**src/rtl/dma_controller_pkg.sv**
```systemverilog
`default_nettype none
// ============================================================================
// Module      : dma_controller_pkg
// Description : Shared definitions for the DMA controller. Provides the
//               default data/address width and the 3-bit state encodings
//               used by the controller FSM.
// Revision    : 1.0 - initial release
// ============================================================================

`ifndef WORD_SIZE
`define WORD_SIZE 16
`endif

package dma_controller_pkg;

    localparam int c_STATE_W = 3;

    localparam logic [c_STATE_W-1:0] DMA_IDLE  = 3'd0;
    localparam logic [c_STATE_W-1:0] DMA_REQ   = 3'd1;
    localparam logic [c_STATE_W-1:0] DMA_XFER  = 3'd2;
    localparam logic [c_STATE_W-1:0] DMA_YIELD = 3'd3;
    localparam logic [c_STATE_W-1:0] DMA_DONE  = 3'd4;

endpackage

`default_nettype wire

```
**src/rtl/dma_controller.sv**
```systemverilog
`default_nettype none
// ============================================================================
// Module      : dma_controller
// Description : Bus-side DMA engine. Latches a base address and word count on
//               begin_dma, requests the shared memory bus (br/bg), streams
//               device words into memory one at a time through a single-word
//               buffer, yields the bus every BURST_LEN words and pulses
//               interrupt on completion.
// Ports       : clk, reset            - clock, synchronous active-high reset
//               begin_dma             - start pulse (honoured only when idle)
//               target_address/length - transfer base and word count
//               bg / br               - bus grant in / bus request out
//               dev_valid/dev_data    - device word stream in
//               dev_ready             - device word accepted this cycle
//               mem_ack               - memory write completion pulse
//               mem_write/mem_address/mem_data - memory write port
//               interrupt             - one-cycle completion pulse
//               busy                  - controller not idle
// Revision    : 1.0 - initial release
// ============================================================================

`ifndef WORD_SIZE
`define WORD_SIZE 16
`endif

module dma_controller
    import dma_controller_pkg::*;
#(
    parameter int WORD_SIZE = `WORD_SIZE,
    parameter int BURST_LEN = 4
) (
    input  logic                 clk,
    input  logic                 reset,
    input  logic                 begin_dma,
    input  logic [WORD_SIZE-1:0] target_address,
    input  logic [WORD_SIZE-1:0] length,
    input  logic                 bg,
    output logic                 br,
    input  logic                 dev_valid,
    input  logic [WORD_SIZE-1:0] dev_data,
    output logic                 dev_ready,
    input  logic                 mem_ack,
    output logic                 mem_write,
    output logic [WORD_SIZE-1:0] mem_address,
    output logic [WORD_SIZE-1:0] mem_data,
    output logic                 interrupt,
    output logic                 busy
);

    // BURST_LEN is a power of two, so the burst boundary test is a mask.
    localparam logic [WORD_SIZE-1:0] c_BURST_MASK = WORD_SIZE'(BURST_LEN - 1);
    localparam logic [WORD_SIZE-1:0] c_ONE        = WORD_SIZE'(1);

    logic [c_STATE_W-1:0] r_state;
    logic [WORD_SIZE-1:0] r_base;
    logic [WORD_SIZE-1:0] r_len;
    logic [WORD_SIZE-1:0] r_count;
    logic [WORD_SIZE-1:0] r_mem_address;
    logic [WORD_SIZE-1:0] r_mem_data;
    logic                 r_br;
    logic                 r_dev_ready;
    logic                 r_mem_write;
    logic                 r_interrupt;
    logic                 r_busy;

    logic [WORD_SIZE-1:0] w_count_inc;
    logic                 w_burst_end;

    assign w_count_inc = r_count + c_ONE;
    assign w_burst_end = (w_count_inc & c_BURST_MASK) == '0;

    // The word buffer is full exactly while mem_write is asserted, so
    // r_mem_write doubles as the buffer-occupied flag.
    always_ff @(posedge clk) begin
        if (reset) begin
            r_state       <= DMA_IDLE;
            r_base        <= '0;
            r_len         <= '0;
            r_count       <= '0;
            r_mem_address <= '0;
            r_mem_data    <= '0;
            r_br          <= 1'b0;
            r_dev_ready   <= 1'b0;
            r_mem_write   <= 1'b0;
            r_interrupt   <= 1'b0;
            r_busy        <= 1'b0;
        end else begin
            r_interrupt <= 1'b0;
            case (r_state)
                DMA_IDLE: begin
                    if (begin_dma) begin
                        r_base  <= target_address;
                        r_len   <= length;
                        r_count <= '0;
                        r_busy  <= 1'b1;
                        if (length == '0) begin
                            r_state <= DMA_DONE;
                        end else begin
                            r_state <= DMA_REQ;
                            r_br    <= 1'b1;
                        end
                    end
                end

                DMA_REQ: begin
                    if (bg) begin
                        r_state     <= DMA_XFER;
                        r_dev_ready <= 1'b1;
                    end
                end

                DMA_XFER: begin
                    if (r_mem_write) begin
                        // A write in flight completes regardless of bg.
                        if (mem_ack) begin
                            r_mem_write <= 1'b0;
                            r_count     <= w_count_inc;
                            if (w_count_inc == r_len) begin
                                r_state     <= DMA_DONE;
                                r_br        <= 1'b0;
                                r_dev_ready <= 1'b0;
                            end else if (w_burst_end) begin
                                r_state     <= DMA_YIELD;
                                r_br        <= 1'b0;
                                r_dev_ready <= 1'b0;
                            end else begin
                                r_dev_ready <= bg;
                            end
                        end
                    end else if (r_dev_ready && dev_valid) begin
                        r_mem_data    <= dev_data;
                        r_mem_address <= r_base + r_count;
                        r_mem_write   <= 1'b1;
                        r_dev_ready   <= 1'b0;
                    end else begin
                        r_dev_ready <= bg;
                    end
                end

                DMA_YIELD: begin
                    // Wait for the CPU to take the bus back before re-requesting.
                    if (!bg) begin
                        r_state <= DMA_REQ;
                        r_br    <= 1'b1;
                    end
                end

                DMA_DONE: begin
                    r_interrupt <= 1'b1;
                    r_busy      <= 1'b0;
                    r_br        <= 1'b0;
                    r_state     <= DMA_IDLE;
                end

                default: begin
                    r_state     <= DMA_IDLE;
                    r_br        <= 1'b0;
                    r_dev_ready <= 1'b0;
                    r_mem_write <= 1'b0;
                    r_busy      <= 1'b0;
                end
            endcase
        end
    end

    assign br          = r_br;
    assign dev_ready   = r_dev_ready;
    assign mem_write   = r_mem_write;
    assign mem_address = r_mem_address;
    assign mem_data    = r_mem_data;
    assign interrupt   = r_interrupt;
    assign busy        = r_busy;

endmodule

`default_nettype wire

```
**config.mk**
```make
export PLATFORM = sky130hd
export DESIGN_NAME = dma_controller
export DESIGN_NICKNAME = d
export VERILOG_FILES = /design/src/rtl/dma_controller_pkg.sv /design/src/rtl/dma_controller.sv
export SDC_FILE = /design/constraint.sdc
export NUM_CORES = 1
export LEC_CHECK = 0
export CAP_MARGIN = 20
export CORE_UTILIZATION = 35
export CTS_BUF_LIST = sky130_fd_sc_hd__clkbuf_4
export DETAILED_ROUTE_END_ITERATION = 10
export DONT_BUFFER_PORTS = 1
export GPL_ROUTABILITY_DRIVEN = 0
export PLACE_DENSITY = 0.56
export SLEW_MARGIN = 20
export SYNTH_ARGS = -nofsm -noshare
export SYNTH_HDL_FRONTEND = slang
export SYNTH_SLANG_ARGS = --single-unit
```
**constraint.sdc**
```tcl
create_clock -name clk -period 6.7 [get_ports clk]
set_clock_uncertainty 0.1 [all_clocks]
set_input_delay 1.005 -clock clk [delete_from_list [all_inputs] [get_ports clk]]
set_output_delay 1.005 -clock clk [all_outputs]
set_load 0.05 [all_outputs]
```
After elaboration in Yosys (flattened, before gate mapping)
Cells that the tools add are included.
- register bits: 88
- bits of input ports: 54
- add/subtract/negate cells: 2
- equality and inequality tests: 13
- multiplexer cells: 35
- bitwise gates (word level): 4
- reductions and logical operators: 15
- operators with widths (kind ; count):
    16-bit two-way mux ; 3
    16-bit zero test ; 2
    16-bit case mux with 2 select lines ; 1
    3-bit two-way mux ; 8
    1-bit two-way mux ; 18
    16-bit by 1-bit adder with 16-bit output (second input constant) ; 1
    16-bit adder ; 1
    16-bit equality test ; 1
    2-bit inequality test (second input constant) ; 6
    3-bit case mux with 4 select lines ; 1
    7-bit AND reduction ; 1
    3-bit by 2-bit equality test with 1-bit output (second input constant) ; 2
    3-bit inequality test (second input constant) ; 2
    3-bit AND reduction ; 2
    6-bit AND reduction ; 1
    3-bit OR reduction ; 2
    1-bit NOT ; 4
    1-bit case mux with 2 select lines ; 2
    1-bit case mux with 4 select lines ; 1
    2-bit AND reduction ; 2
    4-bit AND reduction ; 1
    4-bit OR reduction ; 1
    3-bit by 1-bit equality test with 1-bit output (second input constant) ; 1
    3-bit equality test (second input constant) ; 1
    other kinds (4) ; 4

Logic depth before layout (Yosys ltp)
Gate-level depths: netlist of the first run.
- depth after elaboration: 7
- gate-level depth with buffers: 10
- depth with buffers taken out: 10

Worst setup path before layout of the first run
No wires, ideal clock.
- path kind: register to register
- start point: register r_count[0]
- end point: register r_state[1]
- data arrival time: 2.336 ns
- slack: 4.130 ns
- cell stages (with the launch flop): 11
- period minus slack after synthesis: 2.570 ns
- path through: dfxtp_1 -> ha_1 -> and3_1 -> buf_6 -> and4_4 -> mux2i_1 -> o221ai_1 -> or4_1 -> buf_2 -> o311ai_2 -> a211oi_1
- cells in the longest elaborated chain, start to end: 6
- elaborated cells on any way between the ends: 9
- ends and longest elaborated chain (element ; line ; source):
    start: declaration ; dma_controller.sv:57 ; logic [WORD_SIZE-1:0] r_count;
    start signal: assignment ; dma_controller.sv:117 ; r_count <= w_count_inc;
    16-bit by 1-bit adder with 16-bit output * ; dma_controller.sv:69 ; assign w_count_inc = r_count + c_ONE;
    16-bit equality test ; dma_controller.sv:118 ; if (w_count_inc == r_len) begin
    3-bit two-way mux ; dma_controller.sv:118 ;
    3-bit two-way mux ; dma_controller.sv:115 ; if (mem_ack) begin
    3-bit two-way mux ; dma_controller.sv:113 ; if (r_mem_write) begin
    3-bit case mux with 4 select lines ; dma_controller.sv:89 ; case (r_state)
    end signal: assignment ; dma_controller.sv:97 ; r_state <= DMA_DONE;
    end signal: assignment ; dma_controller.sv:119 ; r_state <= DMA_DONE;
    end signal: assignment ; dma_controller.sv:123 ; r_state <= DMA_YIELD;
    end: declaration ; dma_controller.sv:54 ; logic [c_STATE_W-1:0] r_state;
Mark *: on every way between the ends. The rest lies on a longest branch, timed or not. The select of a mux whose other input is x is not followed.
A chain may end at the register's enable or synchronous reset.

Worst setup path in the final report of the first run
Same ends and word-level chain as after synthesis.

==> PnR_summary.wiki, run 1 <==
{| class="wikitable"
! Metric !! Value
|-
| Register area share after synthesis || 37.6%
|-
| Count of nets left with antenna violations after detail routing || 0
|-
| Worst hold path class || register to register
|-
| Boundary Pins || 91
|-
| #FFs+latches synth || 88
|-
| WP data arrival || 3250 ps
|-
| F_max || roughly 330 MHz
|-
| Critical path peak fanout || 8
|-
| Die W || 118 um
|-
| I/O Buffers || 0
|-
| Critical path launch point type || register
|-
| Antenna violations before repair || 0
|-
| Minimum period implied by the final worst setup slack || 3000 ps
|-
| Total of cells resized after clock tree synthesis || 0
|-
| Max-slew headroom || 52.3%
|-
| Internal reg-to-reg setup slack || 3700 ps
|-
| CTS root buf || clkbuf_4
|-
| Post-cts hold buffer count || 0
|-
| Count of cell types in the netlist || 58
|-
| Category of the critical setup timing path || register to register
|-
| Syn Std Cell Area || 4690 um^2
|-
| Final-layout fill cell count || 1362
|-
| Worst setup EP type || register
|-
| Leading register cell type out of synthesis || dfxtp_1
|-
| Delay-heaviest family, CP || simple AND/OR/NAND/NOR gates
|-
| Cell chain of the critical path || ha_1, and3_1, and4_4, mux2i_1, o221ai_1, or4_1, o311ai_2, a211oi_1
|-
| Sum of overflow across all layers after global routing || 0
|-
| Leakage || around 1.7 nW
|-
| First-pass GRT wire length || 19.9 mm
|-
| Unrepaired setup endpoints after global routing || no
|-
| Data required, critical path || 6950 ps
|-
| Drt first-iter violations || 295
|-
| Height of the die || 118 um
|-
| Routed wirelength normalized by instance count || 15.9 um
|-
| Post-CTS setup-driven buffer insertion count || 0
|-
| First-pass iteration count of the detailed router || 4
|-
| Via count of the first global-routing pass || about 3900
|-
| Placeable core region || ~13000 um^2
|-
| Share of flip-flops with an asynchronous set or reset || 0%
|-
| Maximum single-stage delay on the critical path || 640 ps
|-
| Maximum number of buffers from clock root to sink || 2
|-
| Share of layout cells above drive strength 1 || 4.55%
|-
| Layout overhead on the synthesized area || 4.14%
|-
| Wire length after detailed routing || 12.1 mm
|-
| Number of instances in the synthesized netlist || 617
|-
| # H-tree levels || 3
|-
| Transition time at the pin with the least slew margin || slightly above 700 ps
|-
| Finished Layout Cells || about 770
|-
| Final worst-path cycle share || 44.8%
|-
| CTS Sinks || 88
|-
| Total die area || between 10000 and 15000 um^2
|-
| Warnings from Yosys || 0
|-
| Max-cap check violation count || 0
|-
| Clock transition at the registers of the reported paths || 130 ps
|-
| Inst Count DP || 750
|-
| CTS buffer count || 9
|-
| Count of final max-slew check failures || 0
|-
| Number of nets in the final layout || 660
|-
| HPWL Detailed || 8.77 mm
|-
| Vias after detailed routing || between 4000 and 5000
|-
| Final setup violation count || 0
|-
| Number of nets in the synthesized netlist || approximately 700
|-
| Total global-route track usage || 17.8%
|-
| TritonCTS clock tree || built
|-
| Final hold violations || 0
|-
| Power per cell area || 208 nW/um^2
|-
| Clock latency on the worst-skew pair || 460 ps
|-
| Aggregate negative setup slack || 0 ps
|-
| DR DRC count || 0
|-
| Largest net degree at the start of global routing || 93
|-
| Effective utilization at floorplan || a little over a third
|-
| Number of flops mapped to enable cells by yosys || 0
|-
| Average cell area after synthesis || 7.60 um^2
|-
| Rows || 41
|-
| Outcome || finished clean
|-
| Slowest cell on crit path || or4_1
|-
| Ratio of routed vias to standard cells || roughly 5.5
|-
| Crit path buffers/inverters || 0
|-
| Number of inserted diodes || 0
|-
| Peak VDD IR || 0.0000980 V
|}
==> layer usage <==
layer | global-route usage [%] | wire length [um] | vias up
met5 | 0 | 0 | -
met4 | 6.33 | 252 | 0
met3 | 4.70 | 863 | 21
met2 | 27.4 | 5320 | 139
met1 | 23.9 | 5710 | 1959
li1 | - | - | 2098
==> Yosys cell counts (6+ instances only) <==
library cell  number  share of area, %
o21ai_0           24               2.6
nor2_1            39               3.1
o21a_1             6              0.96
nand2_1          133                11
nor4_1             9               1.2
inv_1             13               1.0
a21oi_1           87               9.3
or3_1              9               1.2
nand3_1           10               1.1
nor3_1            14               1.5
clkbuf_1          31               2.5
a211oi_1           6              0.96
nor2b_1            6              0.80
ha_1              16               4.3
xor2_1            12               2.2
xnor2_1           17               3.2
dfxtp_1           88                38
nand4_1            8               1.1
a31oi_1            8               1.1
and3_1             6              0.80
==> worst min-delay path: stages, from the launching register on <==
cell and delay, ps:
dfxtp_1 340, nand2_1 50, a21oi_1 50
==> per-stage QoR <==
step                utilization, %  hold WS (ps)  power, mW  setup WS [ps]  cell area (um^2)
finish                        38.1           370       1.01           3700              4880
detailed placement            37.0           348      0.726           3710              4750
CTS                           38.1           368       1.03           3720              4880
global route                  38.1           389       1.07           3500              4880
global placement              37.0           343      0.724           3850              4750
floorplan                        -           341      0.699           4130              4690
==> registers in the layout (all words and copies together) (netlist names) <==
name	cells
br	1
busy	1
dev_ready	1
interrupt	1
mem_address	16
mem_data	16
mem_write	1
r_base	16
r_count	16
r_len	16
r_state	3
==> power by group <==
part | internal [mW] | switching [mW]
registers | 0.546 | 0.0344
clock network | 0.116 | 0.184
logic | 0.0504 | 0.0838
total | 0.713 | 0.302
==> final timing paths <==
check	cells past startpoint	start	to
setup / recovery	8	r_count[0]	r_state[1]
hold / removal	2	r_base[12]	r_base[12]
setup reg to reg	8	r_count[0]	r_state[1]
hold reg to reg	2	r_base[12]	r_base[12]
==> cell families after synthesis <==
family | share of synthesized area [%]
buffers and inverters | 5.02
adder cells (fa/ha/maj) | 4.70
AND/OR/NAND/NOR | 26.4
AO/OA/AOI/OAI | 20.3
flip-flops | 37.6
XOR/XNOR | 5.42
multiplexers | 0.640
==> layout make-up <==
type / instances / area [um^2] / area share [%]
multi-input cells: 474 / 2700 / 55.3
flip-flops and latches: 88 / 1760 / 36.1
well taps: 172 / 215 / 4.41
clock buffers: 10 / 75.1 / 1.54
clock inverters: 6 / 60.1 / 1.23
inverters: 13 / 48.8 / 0.999
repair buffers: 3 / 22.5 / 0.461
==> layout by cell type, fill, tap and decap left out, types with 6 or more instances in the layout <==
| cell type | Yosys | layout |
|---|---|---|
| nand2_1 | 133 | 132 |
| dfxtp_1 | 88 | 88 |
| a21oi_1 | 87 | 87 |
| nor2_1 | 39 | 39 |
| o21ai_0 | 24 | 24 |
| xnor2_1 | 17 | 17 |
| ha_1 | 16 | 16 |
| inv_1 | 13 | 13 |
| nor3_1 | 14 | 13 |
| xor2_1 | 12 | 12 |
| nand3_1 | 10 | 10 |
| clkbuf_4 | 0 | 10 |
| or3_1 | 9 | 9 |
| nor4_1 | 9 | 9 |
| a31oi_1 | 8 | 8 |
| nand4_1 | 8 | 8 |
| nor2b_1 | 6 | 6 |
| and3_1 | 6 | 6 |
| o21a_1 | 6 | 6 |
| a211oi_1 | 6 | 6 |
(Power assumes the default switching activity.)
==> run 2, diff against run 1 <==
==> constraint.sdc (replaced) <==
create_clock -name clk -period 2.8 [get_ports clk]
set_clock_uncertainty 0.1 [all_clocks]
set_input_delay 0.42 -clock clk [delete_from_list [all_inputs] [get_ports clk]]
set_output_delay 0.42 -clock clk [all_outputs]
set_load 0.05 [all_outputs]
==> run 2 against run 1 <==
Net effect:
- clock power up 150%
- sequential cell count did not move
- final area is 14% higher
- global-route usage grew 1.1 points
- sequential share of layout area down 4.3 points
- wire length increased by 5.6%
- largest cell class unchanged
==> PnR_summary.wiki, run 2 (synthesis gave the netlist of run 1 again) <==
{| class="wikitable"
! Metric !! Value
|-
| Outcome || finished clean
|-
| First-pass iteration count of the detailed router || 4
|-
| Switch share || 30.4%
|-
| Layout overhead on the synthesized area || 18.3%
|-
| Number of nets in the final layout || 727
|-
| Final setup violation count || 0
|-
| CTS root buf || clkbuf_4
|-
| Category of the critical setup timing path || register to register
|-
| Proportion of power drawn by flip-flops and latches || 54.0%
|-
| Fraction of power consumed by combinational cells || about 17%
|-
| # H-tree levels || 3
|-
| Cells on worst reg2reg path || 8
|-
| Clock transition at the registers of the reported paths || around 150 ps
|-
| F_max || 389 MHz
|-
| Clock power share || 29.3%
|-
| Routed wirelength normalized by instance count || 15.4 um
|-
| Global-route track usage on met1 || 24.4%
|-
| Maximum single-stage delay on the critical path || about 560 ps
|-
| Power per cell area || 461 nW/um^2
|-
| Largest net degree at the start of global routing || 88
|-
| Worst R2R Start || r_count[1]
|-
| Minimum period implied by the final worst setup slack || 2570 ps
|-
| Start point of the critical path || r_count[1]
|-
| Via count of the first global-routing pass || between 4000 and 5000
|-
| Ratio of routed vias to standard cells || 5.36
|-
| Maximum number of buffers from clock root to sink || 2
|-
| Cell chain of the critical path || ha_1, and3_1, nand4_2, mux2i_1, o221ai_1, or4_4, o311ai_2, a211oi_1
|-
| Effective utilization at floorplan || a little over a third
|-
| Data required, critical path || about 3100 ps
|-
| Global-route track usage on met3 || under 10%
|-
| Most common library cell in the layout ignoring fill and taps || nand2_1
|-
| Sum of overflow across all layers after global routing || 0
|-
| Worst setup EP type || register
|-
| Drt first-iter violations || 302
|-
| Height of the die || approximately 120 um
|-
| Leakage || between 2 and 2.5 nW
|-
| Aggregate negative setup slack || 0 ps
|-
| Final core area utilization || 43.2%
|-
| Final hold violations || 0
|-
| CTS buffer count || 9
|-
| Share of layout cells above drive strength 1 || 6.96%
|-
| Global-route layer with the greatest usage || met2
|-
| Max-slew headroom || 49.5%
|-
| Antenna violations before repair || 1
|-
| Internal portion of total power || 1.78 mW
|-
| Rows || 41
|-
| Worst hold path class || primary input to register
|-
| Final worst-path cycle share || 91.8%
|-
| Critical path launch point type || register
|-
| Wire length after detailed routing || 12.8 mm
|-
| Net switching power || between 0.7 and 0.8 mW
|-
| Die W || 118 um
|-
| Slowest cell on crit path || or4_4
|-
| HPWL Detailed || 8.86 mm
|-
| Global routing usage on met2 || 30.4%
|-
| CTS Sinks || 88
|-
| Boundary Pins || 91
|-
| First-pass GRT wire length || 20.9 mm
|-
| Inst Count DP || 766
|-
| Finished Layout Cells || 835
|-
| I/O Buffers || 0
|-
| Transition time at the pin with the least slew margin || 738 ps
|-
| Critical Path Sink || r_state[1]
|-
| DR DRC count || 0
|-
| Count of final max-slew check failures || 0
|-
| Internal reg-to-reg setup slack || 230 ps
|-
| Max-cap check violation count || 0
|-
| Vias after detailed routing || between 4000 and 5000
|-
| Total global-route track usage || a little under a fifth
|-
| Critical path peak fanout || 7
|-
| Clock latency on the worst-skew pair || between 400 and 500 ps
|-
| Commonest cells after routing, fill and taps aside || nand2_1, a21oi_1, dfxtp_1
|-
| Post-CTS setup-driven buffer insertion count || 0
|-
| Placeable core region || 12800 um^2
|-
| Unrepaired setup endpoints after global routing || no
|-
| Total die area || 13900 um^2
|-
| TritonCTS clock tree || built
|-
| WP data arrival || 2850 ps
|-
| Count of nets left with antenna violations after detail routing || 0
|-
| Peak VDD IR || 0.000308 V
|-
| Critical R2R Capture || r_state[1]
|}
[run 2: routing by layer]
layer / up-vias / routed length (um)
met5: - / 0
met4: 0 / 186
met3: 16 / 836
met2: 144 / 5910
met1: 2076 / 5880
li1: 2243 / -
[run 2: final cells by class]
class,count,area (um^2)
fillers,1290,7280
multi-input cells,474,2700
diodes,2,5.00
clock inverters,6,67.6
flip-flops and latches,88,1760
clock buffers,10,75.1
inverters,13,48.8
repair buffers,70,671
well taps,172,215
[run 2: how the worst min path moves through the flow]
stage	startpoint	end	slack (ps)	cells after the start
2_1_floorplan	r_base[0]	r_base[0]	340	2
3_3_place_gp	r_base[0]	r_base[0]	350	2
3_5_place_dp	r_base[0]	r_base[0]	360	2
4_1_cts	reset	r_state[0]	90	3
5_1_grt	reset	r_state[0]	100	3
6_report	mem_ack	mem_write	120	3
[run 2: power by group through the flow]
stage               clock, mW  combinational (mW)  sequential [mW]
floorplan                   0               0.280             1.39
global placement            0               0.339             1.41
detailed placement          0               0.347             1.41
CTS                     0.780               0.428             1.38
global route            0.831               0.476             1.39
finish                  0.747               0.428             1.38
[run 2: worst max-delay path, delay by kind of cell (launching register included)]
family,cells,cell delay [ps]
mux,1,230
flops,1,410
compound gates,3,490
simple gates,3,1070
fa+ha+maj,1,180
[run 2: what timing repair did]
item / 4_1_cts / 5_1_grt
setup endpoints to repair: 0 / 6
hold buffers: 51 / 0
resized for setup: 0 / 3
hold endpoints to repair: 86 / 0
[run 2: through the flow]
step                hold WS [ps]  setup slack, ps  instance area (um^2)  power (mW)
floorplan                    341              230                  4690        1.67
global placement             352              157                  4870        1.75
detailed placement           358             70.4                  4870        1.75
CTS                         89.0             72.9                  5540        2.59
global route                97.4             11.5                  5550        2.69
finish                       116              231                  5550        2.55
